$ cat src/rtl/pipe_hazard_ctrl.sv
// pipe_hazard_ctrl: front-end hold/flush sequencer for load-use, multi-cycle and mispredict hazards.
// 0-cycle input->control latency; PIPE_HAZARD_PERF_EN builds saturating stall/flush perf counters.
module pipe_hazard_ctrl #(
  parameter int MUL_LAT      = 4,
  parameter int REDIRECT_LAT = 1,
  parameter int REG_W        = 5
) (
  input  logic             clk,
  input  logic             reset,
  input  logic [REG_W-1:0] id_rs,
  input  logic [REG_W-1:0] id_rt,
  input  logic             id_uses_rt,
  input  logic [REG_W-1:0] ex_rd,
  input  logic             ex_memread,
  input  logic             ex_mispredict,
  input  logic             mc_start,
  output logic             pc_hold,
  output logic             ifid_hold,
  output logic             ifid_flush,
  output logic             idiss_flush,
  output logic [1:0]       state,
  output logic [15:0]      stall_cycles,
  output logic [15:0]      flush_cycles
);

  localparam int MAX_LAT = (MUL_LAT > REDIRECT_LAT) ? MUL_LAT : REDIRECT_LAT;
  localparam int CNT_W   = (MAX_LAT < 1) ? 1 : $clog2(MAX_LAT + 1);

  typedef enum logic [1:0] {
    S_RUN     = 2'd0,
    S_MCSTALL = 2'd1,
    S_FLUSH   = 2'd2
  } state_t;

  state_t             state_q, state_d;
  logic [CNT_W-1:0]   cnt_q, cnt_d;
  logic               lu;

  assign lu = ex_memread && (ex_rd != '0) &&
              ((ex_rd == id_rs) || (id_uses_rt && (ex_rd == id_rt)));

  always_ff @(posedge clk or posedge reset) begin
    if (reset) begin
      state_q <= S_RUN;
      cnt_q   <= '0;
    end else begin
      state_q <= state_d;
      cnt_q   <= cnt_d;
    end
  end

  always_comb begin
    state_d     = state_q;
    cnt_d       = cnt_q;
    pc_hold     = 1'b0;
    ifid_hold   = 1'b0;
    ifid_flush  = 1'b0;
    idiss_flush = 1'b0;
    case (state_q)
      S_RUN, S_MCSTALL: begin
        if (ex_mispredict) begin
          // A resolved mispredict kills everything younger, including a pending stall.
          ifid_flush  = 1'b1;
          idiss_flush = 1'b1;
          if (REDIRECT_LAT > 0) begin
            state_d = S_FLUSH;
            cnt_d   = CNT_W'(REDIRECT_LAT);
          end else begin
            state_d = S_RUN;
          end
        end else if (state_q == S_MCSTALL) begin
          pc_hold     = 1'b1;
          ifid_hold   = 1'b1;
          idiss_flush = 1'b1;
          if (cnt_q == CNT_W'(1)) begin
            state_d = S_RUN;
          end else begin
            cnt_d = cnt_q - CNT_W'(1);
          end
        end else if (mc_start) begin
          pc_hold     = 1'b1;
          ifid_hold   = 1'b1;
          idiss_flush = 1'b1;
          if (MUL_LAT > 1) begin
            state_d = S_MCSTALL;
            cnt_d   = CNT_W'(MUL_LAT - 1);
          end
        end else if (lu) begin
          pc_hold     = 1'b1;
          ifid_hold   = 1'b1;
          idiss_flush = 1'b1;
        end
      end
      S_FLUSH: begin
        // ID holds a wrong-path bubble here, so mc_start and lu carry no meaning.
        ifid_flush  = 1'b1;
        idiss_flush = 1'b1;
        if (ex_mispredict) begin
          cnt_d = CNT_W'(REDIRECT_LAT);
        end else if (cnt_q == CNT_W'(1)) begin
          state_d = S_RUN;
        end else begin
          cnt_d = cnt_q - CNT_W'(1);
        end
      end
      default: begin
        state_d = S_RUN;
        cnt_d   = '0;
      end
    endcase
  end

  assign state = state_q;

`ifdef PIPE_HAZARD_PERF_EN
  logic [15:0] stall_q, flush_q;

  always_ff @(posedge clk or posedge reset) begin
    if (reset) begin
      stall_q <= '0;
      flush_q <= '0;
    end else begin
      if (pc_hold && (stall_q != 16'hFFFF)) stall_q <= stall_q + 16'd1;
      if (ifid_flush && (flush_q != 16'hFFFF)) flush_q <= flush_q + 16'd1;
    end
  end

  assign stall_cycles = stall_q;
  assign flush_cycles = flush_q;
`else
  assign stall_cycles = '0;
  assign flush_cycles = '0;
`endif

endmodule

$ cat config.mk
export PLATFORM = sky130hd
export DESIGN_NAME = pipe_hazard_ctrl
export DESIGN_NICKNAME = d
export VERILOG_FILES = /design/src/rtl/pipe_hazard_ctrl.sv
export SDC_FILE = /design/constraint.sdc
export NUM_CORES = 1
export LEC_CHECK = 0
export CELL_PAD_IN_SITES_DETAIL_PLACEMENT = 1
export CELL_PAD_IN_SITES_GLOBAL_PLACEMENT = 2
export CORE_MARGIN = 3
export CORE_UTILIZATION = 16
export DETAILED_ROUTE_END_ITERATION = 6
export GPL_ROUTABILITY_DRIVEN = 0
export GPL_TIMING_DRIVEN = 0
export HOLD_SLACK_MARGIN = 0.06
export PLACE_DENSITY = 0.89
export REMOVE_ABC_BUFFERS = 1
export SYNTH_ARGS = -nofsm -noshare
export SYNTH_HDL_FRONTEND = slang
export SYNTH_SLANG_ARGS = --single-unit
$ cat constraint.sdc
create_clock -name clk -period 2.03 [get_ports clk]
set_input_delay 0.406 -clock clk [delete_from_list [all_inputs] [get_ports clk]]
set_output_delay 0.406 -clock clk [all_outputs]
set_load 0.01 [all_outputs]
==> run summary, run 1 <==
starting density of the core: 17.2%
H-tree levels: 1
Setup TNS: 0 ns
outcome: completed
Adder-Cell Fraction of Synth Area: 3.49%
reg2reg path depth: 6
Seq/Total Area, Yosys: 17.5%
GR Util All Layers: 6.86%
mux cell area share after synthesis: 2.97%
fin nets: 140
Post-Synth XOR/XNOR Area: 14.7%
first-iteration detailed-routing DRC count: 10
crit path to: ifid_hold
fmax: 0.511 GHz
CTS tree: done
Clock Latency Late Sink: 0.23 ns
die area: 5320 um^2
# hold bufs at CTS: 0
setup bufs post-CTS: 0
drt pass-1 iters: 2
Compound-Gate Fraction of Synth Area: 12.4%
GR Overflow Total: 0
skew final: 0.00417 ns
Synthesis Warnings: 0
number of synthesized flops with an enable pin: 0
dominant cell type by area after synthesis: buf_4
CTS Root Cell: clkbuf_8
Placeable Area: 4170 um^2
register bit total from synthesis: 5
vias in the first global route: 629
Leak Pwr: 0.505 nW
CP max FO: 2
P&R area growth vs syn: 31.2%
Clk pin slew, worst setup/hold paths: 0.04 ns
Netlist cell types: 25
Clock Sinks: 5
wire length per cell: 10.8 um
CP required: 1.62 ns
Mapped Cells: 90
Vias/cell: 3.54
RR Startpoint: cnt_q[1]$_DFFE_PP0P_
ANT nets after route: 0
DRC: 0
Antenna diodes: 0
commonest non-fill, non-tap cells in the layout: conb_1, xor2_1, nor2_1, clkdlybuf4s50_1
top cells by area, synth: buf_4, dfrtp_1, xor2_1, nor2_1, ha_1
initial antenna violation count: 0
# fillers: 509
DIE HEIGHT: 72.9 um
r2r endpoint: cnt_q[0]$_DFFE_PP0P_
post-synthesis simple-gate area fraction: 10.5%
Cell Area, Synth: 717 um^2
Synth async-reset ratio: 100%
total number of vias: 587
Worst Hold Class: in -> async
PwrDens: 783 nW/um^2
share of cells above drive strength 1: 18.1%
DP Wirelength: 1430 um
pin count of the biggest net entering global routing: 12
final hold viol count: 0
Startpoint Class: primary input
drt total wl: 1790 um
Max Slew Vio Count: 0
largest family of logic cells by synthesized area: buffers and inverters
CTS Buf Count: 3
critical path launch point: id_rt[3]
maximum buffer depth of the clock tree: 2
Die Wd: 72.9 um
Setup crit end kind: primary output
CP arrival: 1.55 ns
Tot Pwr: 0.000736 W
Final setup viols: 0
first-pass GRT wire length: 2730 um
FF-to-FF setup slack: 0.56 ns
Max VDD drop: 0.183 mV
crit path kind: in -> out
fin crit share: 96.4%
port bufs: 26
# Max-Cap Violations: 0
ys flop type: dfrtp_1
fin crit period: 1.96 ns
syn avg cell area: 7.97 um^2
# rows: 23
share of the synthesized area in the top cell type: 34.6%
io pins: 59
commonest non-fill, non-tap cell in the layout: conb_1
-- through the flow --
step / setup WS (ns) / hold WS, ns / utilization (%) / area [um^2] / instances
2_1_floorplan: 0.328 / 0.185 / - / 576 / 86
3_3_place_gp: -0.814 / 0.573 / 21.5 / 898 / 162
3_5_place_dp: -0.800 / 0.593 / 21.5 / 898 / 162
4_1_cts: 0.00487 / 0.399 / 22.0 / 920 / 166
5_1_grt: -0.0390 / 0.420 / 22.5 / 941 / 166
6_report: 0.0727 / 0.386 / 22.5 / 941 / 166
-- cell type report --
cell class	count	area, um^2	share of cell area (%)
clock buffers	4	45.0	4.79
well taps	50	62.6	6.65
inverters	4	15.0	1.60
flip-flops and latches	5	125	13.3
multi-input cells	77	468	49.7
repair buffers	26	225	23.9
-- kinds of logic after synthesis --
logic type / Yosys count
AO/OA/AOI/OAI: 13
XOR/XNOR: 12
adder cells (fa/ha/maj): 2
buffers and inverters: 39
flip-flops: 5
multiplexers: 2
other: 1
AND/OR/NAND/NOR: 16
-- cells in the mapped netlist, drive strengths merged, types with 2 or more instances --
library cell,count
a21boi,2
a21oi,2
buf,35
dfrtp,5
ha,2
inv,4
nand2,3
nor2,8
nor3,2
o211ai,2
o21ai,3
xnor2,2
xor2,10
-- flip-flops by register name (all words and copies together), names as in the netlist --
name and count:
cnt_q 3, state 2
-- metal layers --
layer  track usage, %  up-vias  routed length [um]
met5                0        -                   0
met3             1.24        4                 170
li1                 -      279                   -
met2             12.0       39                 946
met4             5.53        0                  46
met1             7.08      265                 630
-- worst min-delay path by stage --
stage,from,endpoint,slack (ns),depth (start not counted)
6_report,reset,cnt_q[1]$_DFFE_PP0P_,0.39,2
5_1_grt,reset,state[1]$_DFFE_PP0P_,0.42,2
4_1_cts,reset,cnt_q[1]$_DFFE_PP0P_,0.40,2
3_5_place_dp,cnt_q[2]$_DFFE_PP0P_,cnt_q[2]$_DFFE_PP0P_,0.59,2
3_3_place_gp,cnt_q[2]$_DFFE_PP0P_,cnt_q[2]$_DFFE_PP0P_,0.57,2
2_1_floorplan,reset,cnt_q[0]$_DFFE_PP0P_,0.18,1
-- worst max-delay path, stage by stage --
cell and delay [ns]:
clkbuf_2 0.11, xor2_2 0.18, nor4_2 0.33, a32oi_2 0.19, o21ai_2 0.19, buf_2 0.15
-- report_power, final --
| group | internal [W] | switching [W] |
|---|---|---|
| Combinational | 0.000172 | 0.000191 |
| Clock | 0.000135 | 0.0000533 |
| Sequential | 0.000130 | 0.0000549 |
| Total | 0.000437 | 0.000299 |
-- repair_timing --
action                     in CTS  in global routing
setup endpoints to repair       4                  3
pin swaps                       6                  9
gates resized for setup        35                 19
(Power assumes the default switching activity.)
==> run 2: changes to the inputs <==
- CORE_UTILIZATION: 16 -> 14
- PLACE_DENSITY: 0.89 -> 0.83
- clock period: 2.03 -> 1.8 ns (I/O delays scaled with it)
==> run 2 against run 1 <==
Compared with the run above:
- highest routed layer unchanged
- sequential cell count unchanged
- total power up 13%
- core utilization down 2.4 points
- design area up 3.7%
- sequential share of layout area down 0.35 points
- clock-buffer cell count unchanged
- setup slack worse by 0.067 ns
- cell count up 11%
- combinational power up 14%
- non-clock buffer count up 1
- clock skew down 0.0028 ns
==> run summary, run 2 (synthesis results as in run 1) <==
Post-DP Area: 920 um^2
Leak Pwr: 0.483 nW
Die Wd: 77.6 um
commonest non-fill, non-tap cell in the layout: conb_1
Largest delay share family, worst path: simple AND/OR/NAND/NOR gates
GR Util All Layers: 5.43%
DRC: 0
Max Slew Vio Count: 0
CP required: 1.44 ns
CP Cell Sequence: buf_8 > or4_4 > o211ai_1 > o21ai_2 > buf_2
H-tree levels: 1
maximum buffer depth of the clock tree: 2
Clock Latency Late Sink: 0.22 ns
share of cells above drive strength 1: 20.5%
Antenna diodes: 0
die area: 6020 um^2
Clk pin slew, worst setup/hold paths: 0.04 ns
# Max-Cap Violations: 0
first-pass GRT wire length: 2540 um
vias in the first global route: 549
io pins: 59
fin crit period: 1.79 ns
Max VDD drop: 0.229 mV
Worst Hold Class: in -> async
Met3 Wirelength: 191 um
Design Area, Final: 976 um^2
starting density of the core: 14.8%
P&R area growth vs syn: 36.1%
RSZ-0062 raised after global routing: true
# rows: 25
CTS tree: done
Tot Pwr: 0.000832 W
Startpoint Class: primary input
PwrDens: 853 nW/um^2
Final setup viols: 0
GR Overflow Total: 0
M1 WL: 689 um
drt total wl: 1760 um
final hold viol count: 0
DR WL met2: 850 um
Setup TNS: 0 ns
drt pass-1 iters: 4
port bufs: 26
Hold Slack: 0.363 ns
Vias/cell: 3.22
ANT nets after route: 0
fmax: 0.557 GHz
wire length per cell: 9.55 um
DIE HEIGHT: 77.6 um
Placeable Area: 4850 um^2
first-iteration detailed-routing DRC count: 31
Crit path largest cell delay: 0.53 ns
CTS Buf Count: 3
# hold bufs at CTS: 0
fin nets: 141
pin count of the biggest net entering global routing: 12
crit path kind: in -> out
CP max FO: 3
initial antenna violation count: 0
DP Wirelength: 1440 um
max reg flops: 3
Buf/Inv on CP: 2
crit path max-delay cell type: or4_4
commonest non-fill, non-tap cells in the layout: conb_1, xor2_1, nor2_1, dlygate4sd2_1, buf_2
Max Used Layer: met4
Clock Sinks: 5
outcome: completed
total number of vias: 592
CTS Root Cell: clkbuf_8
Setup crit end kind: primary output
Reg with most FFs: cnt_q
skew final: 0.00133 ns
fin crit share: 99.7%
CP arrival: 1.43 ns
==> run 2: layout make-up <==
cell class,count,area [um^2]
Clock buffer,4,45.0
Multi-Input combinational cell,77,470
Tap cell,67,83.8
Fill cell,603,3870
Timing Repair Buffer,27,235
Inverter,4,15.0
Sequential cell,5,126
==> run 2: worst register-to-register path, delay by kind of cell (launching register included) <==
kind / cells / cell delay [ns]
buffers and inverters: 1 / 0.09
XOR/XNOR: 1 / 0.16
adder cells (fa/ha/maj): 1 / 0.16
flip-flops: 1 / 0.35
AO/OA/AOI/OAI: 2 / 0.27
AND/OR/NAND/NOR: 1 / 0.28
==> run 2: layer usage <==
| layer | vias up | global-route usage, % |
|---|---|---|
| li1 | 281 | - |
| met1 | 267 | 6.43 |
| met2 | 42 | 8.64 |
| met3 | 2 | 0.928 |
| met4 | 0 | 4.27 |
| met5 | - | 0 |
==> run 2: what timing repair did <==
| action | 4_1_cts | 5_1_grt |
|---|---|---|
| endpoints found under the setup margin | 4 | 4 |
| pin swaps | 13 | 5 |
| buffers inserted | 1 | 0 |
| resized for setup | 53 | 14 |
==> run 2: worst paths after layout <==
path	startpoint	endpoint	slack (ns)	depth (start not counted)
max	ex_rd[3]	pc_hold	0.006	5
max reg2reg	cnt_q[1]$_DFFE_PP0P_	cnt_q[0]$_DFFE_PP0P_	0.40	6
max in group asynchronous	reset	state[1]$_DFFE_PP0P_	1.25	2
min reg2reg	cnt_q[2]$_DFFE_PP0P_	cnt_q[2]$_DFFE_PP0P_	0.62	2
min in group clk	ex_mispredict	cnt_q[1]$_DFFE_PP0P_	0.56	2
min	reset	cnt_q[0]$_DFFE_PP0P_	0.36	2
==> run 2: report_power, final <==
| part | switching (W) | leakage, nW | internal [W] |
|---|---|---|---|
| Clock | 0.0000541 | 0.0228 | 0.000152 |
| Combinational | 0.000216 | 0.399 | 0.000199 |
| Sequential | 0.0000616 | 0.0611 | 0.000149 |
==> run 2: metrics by stage <==
step	setup slack, ns	std cells	util (%)
floorplan	0.190	86	-
global placement	-0.870	179	19.0
detailed placement	-0.856	179	19.0
CTS	-0.0154	184	19.2
global route	-0.0691	184	20.1
finish	0.00613	184	20.1
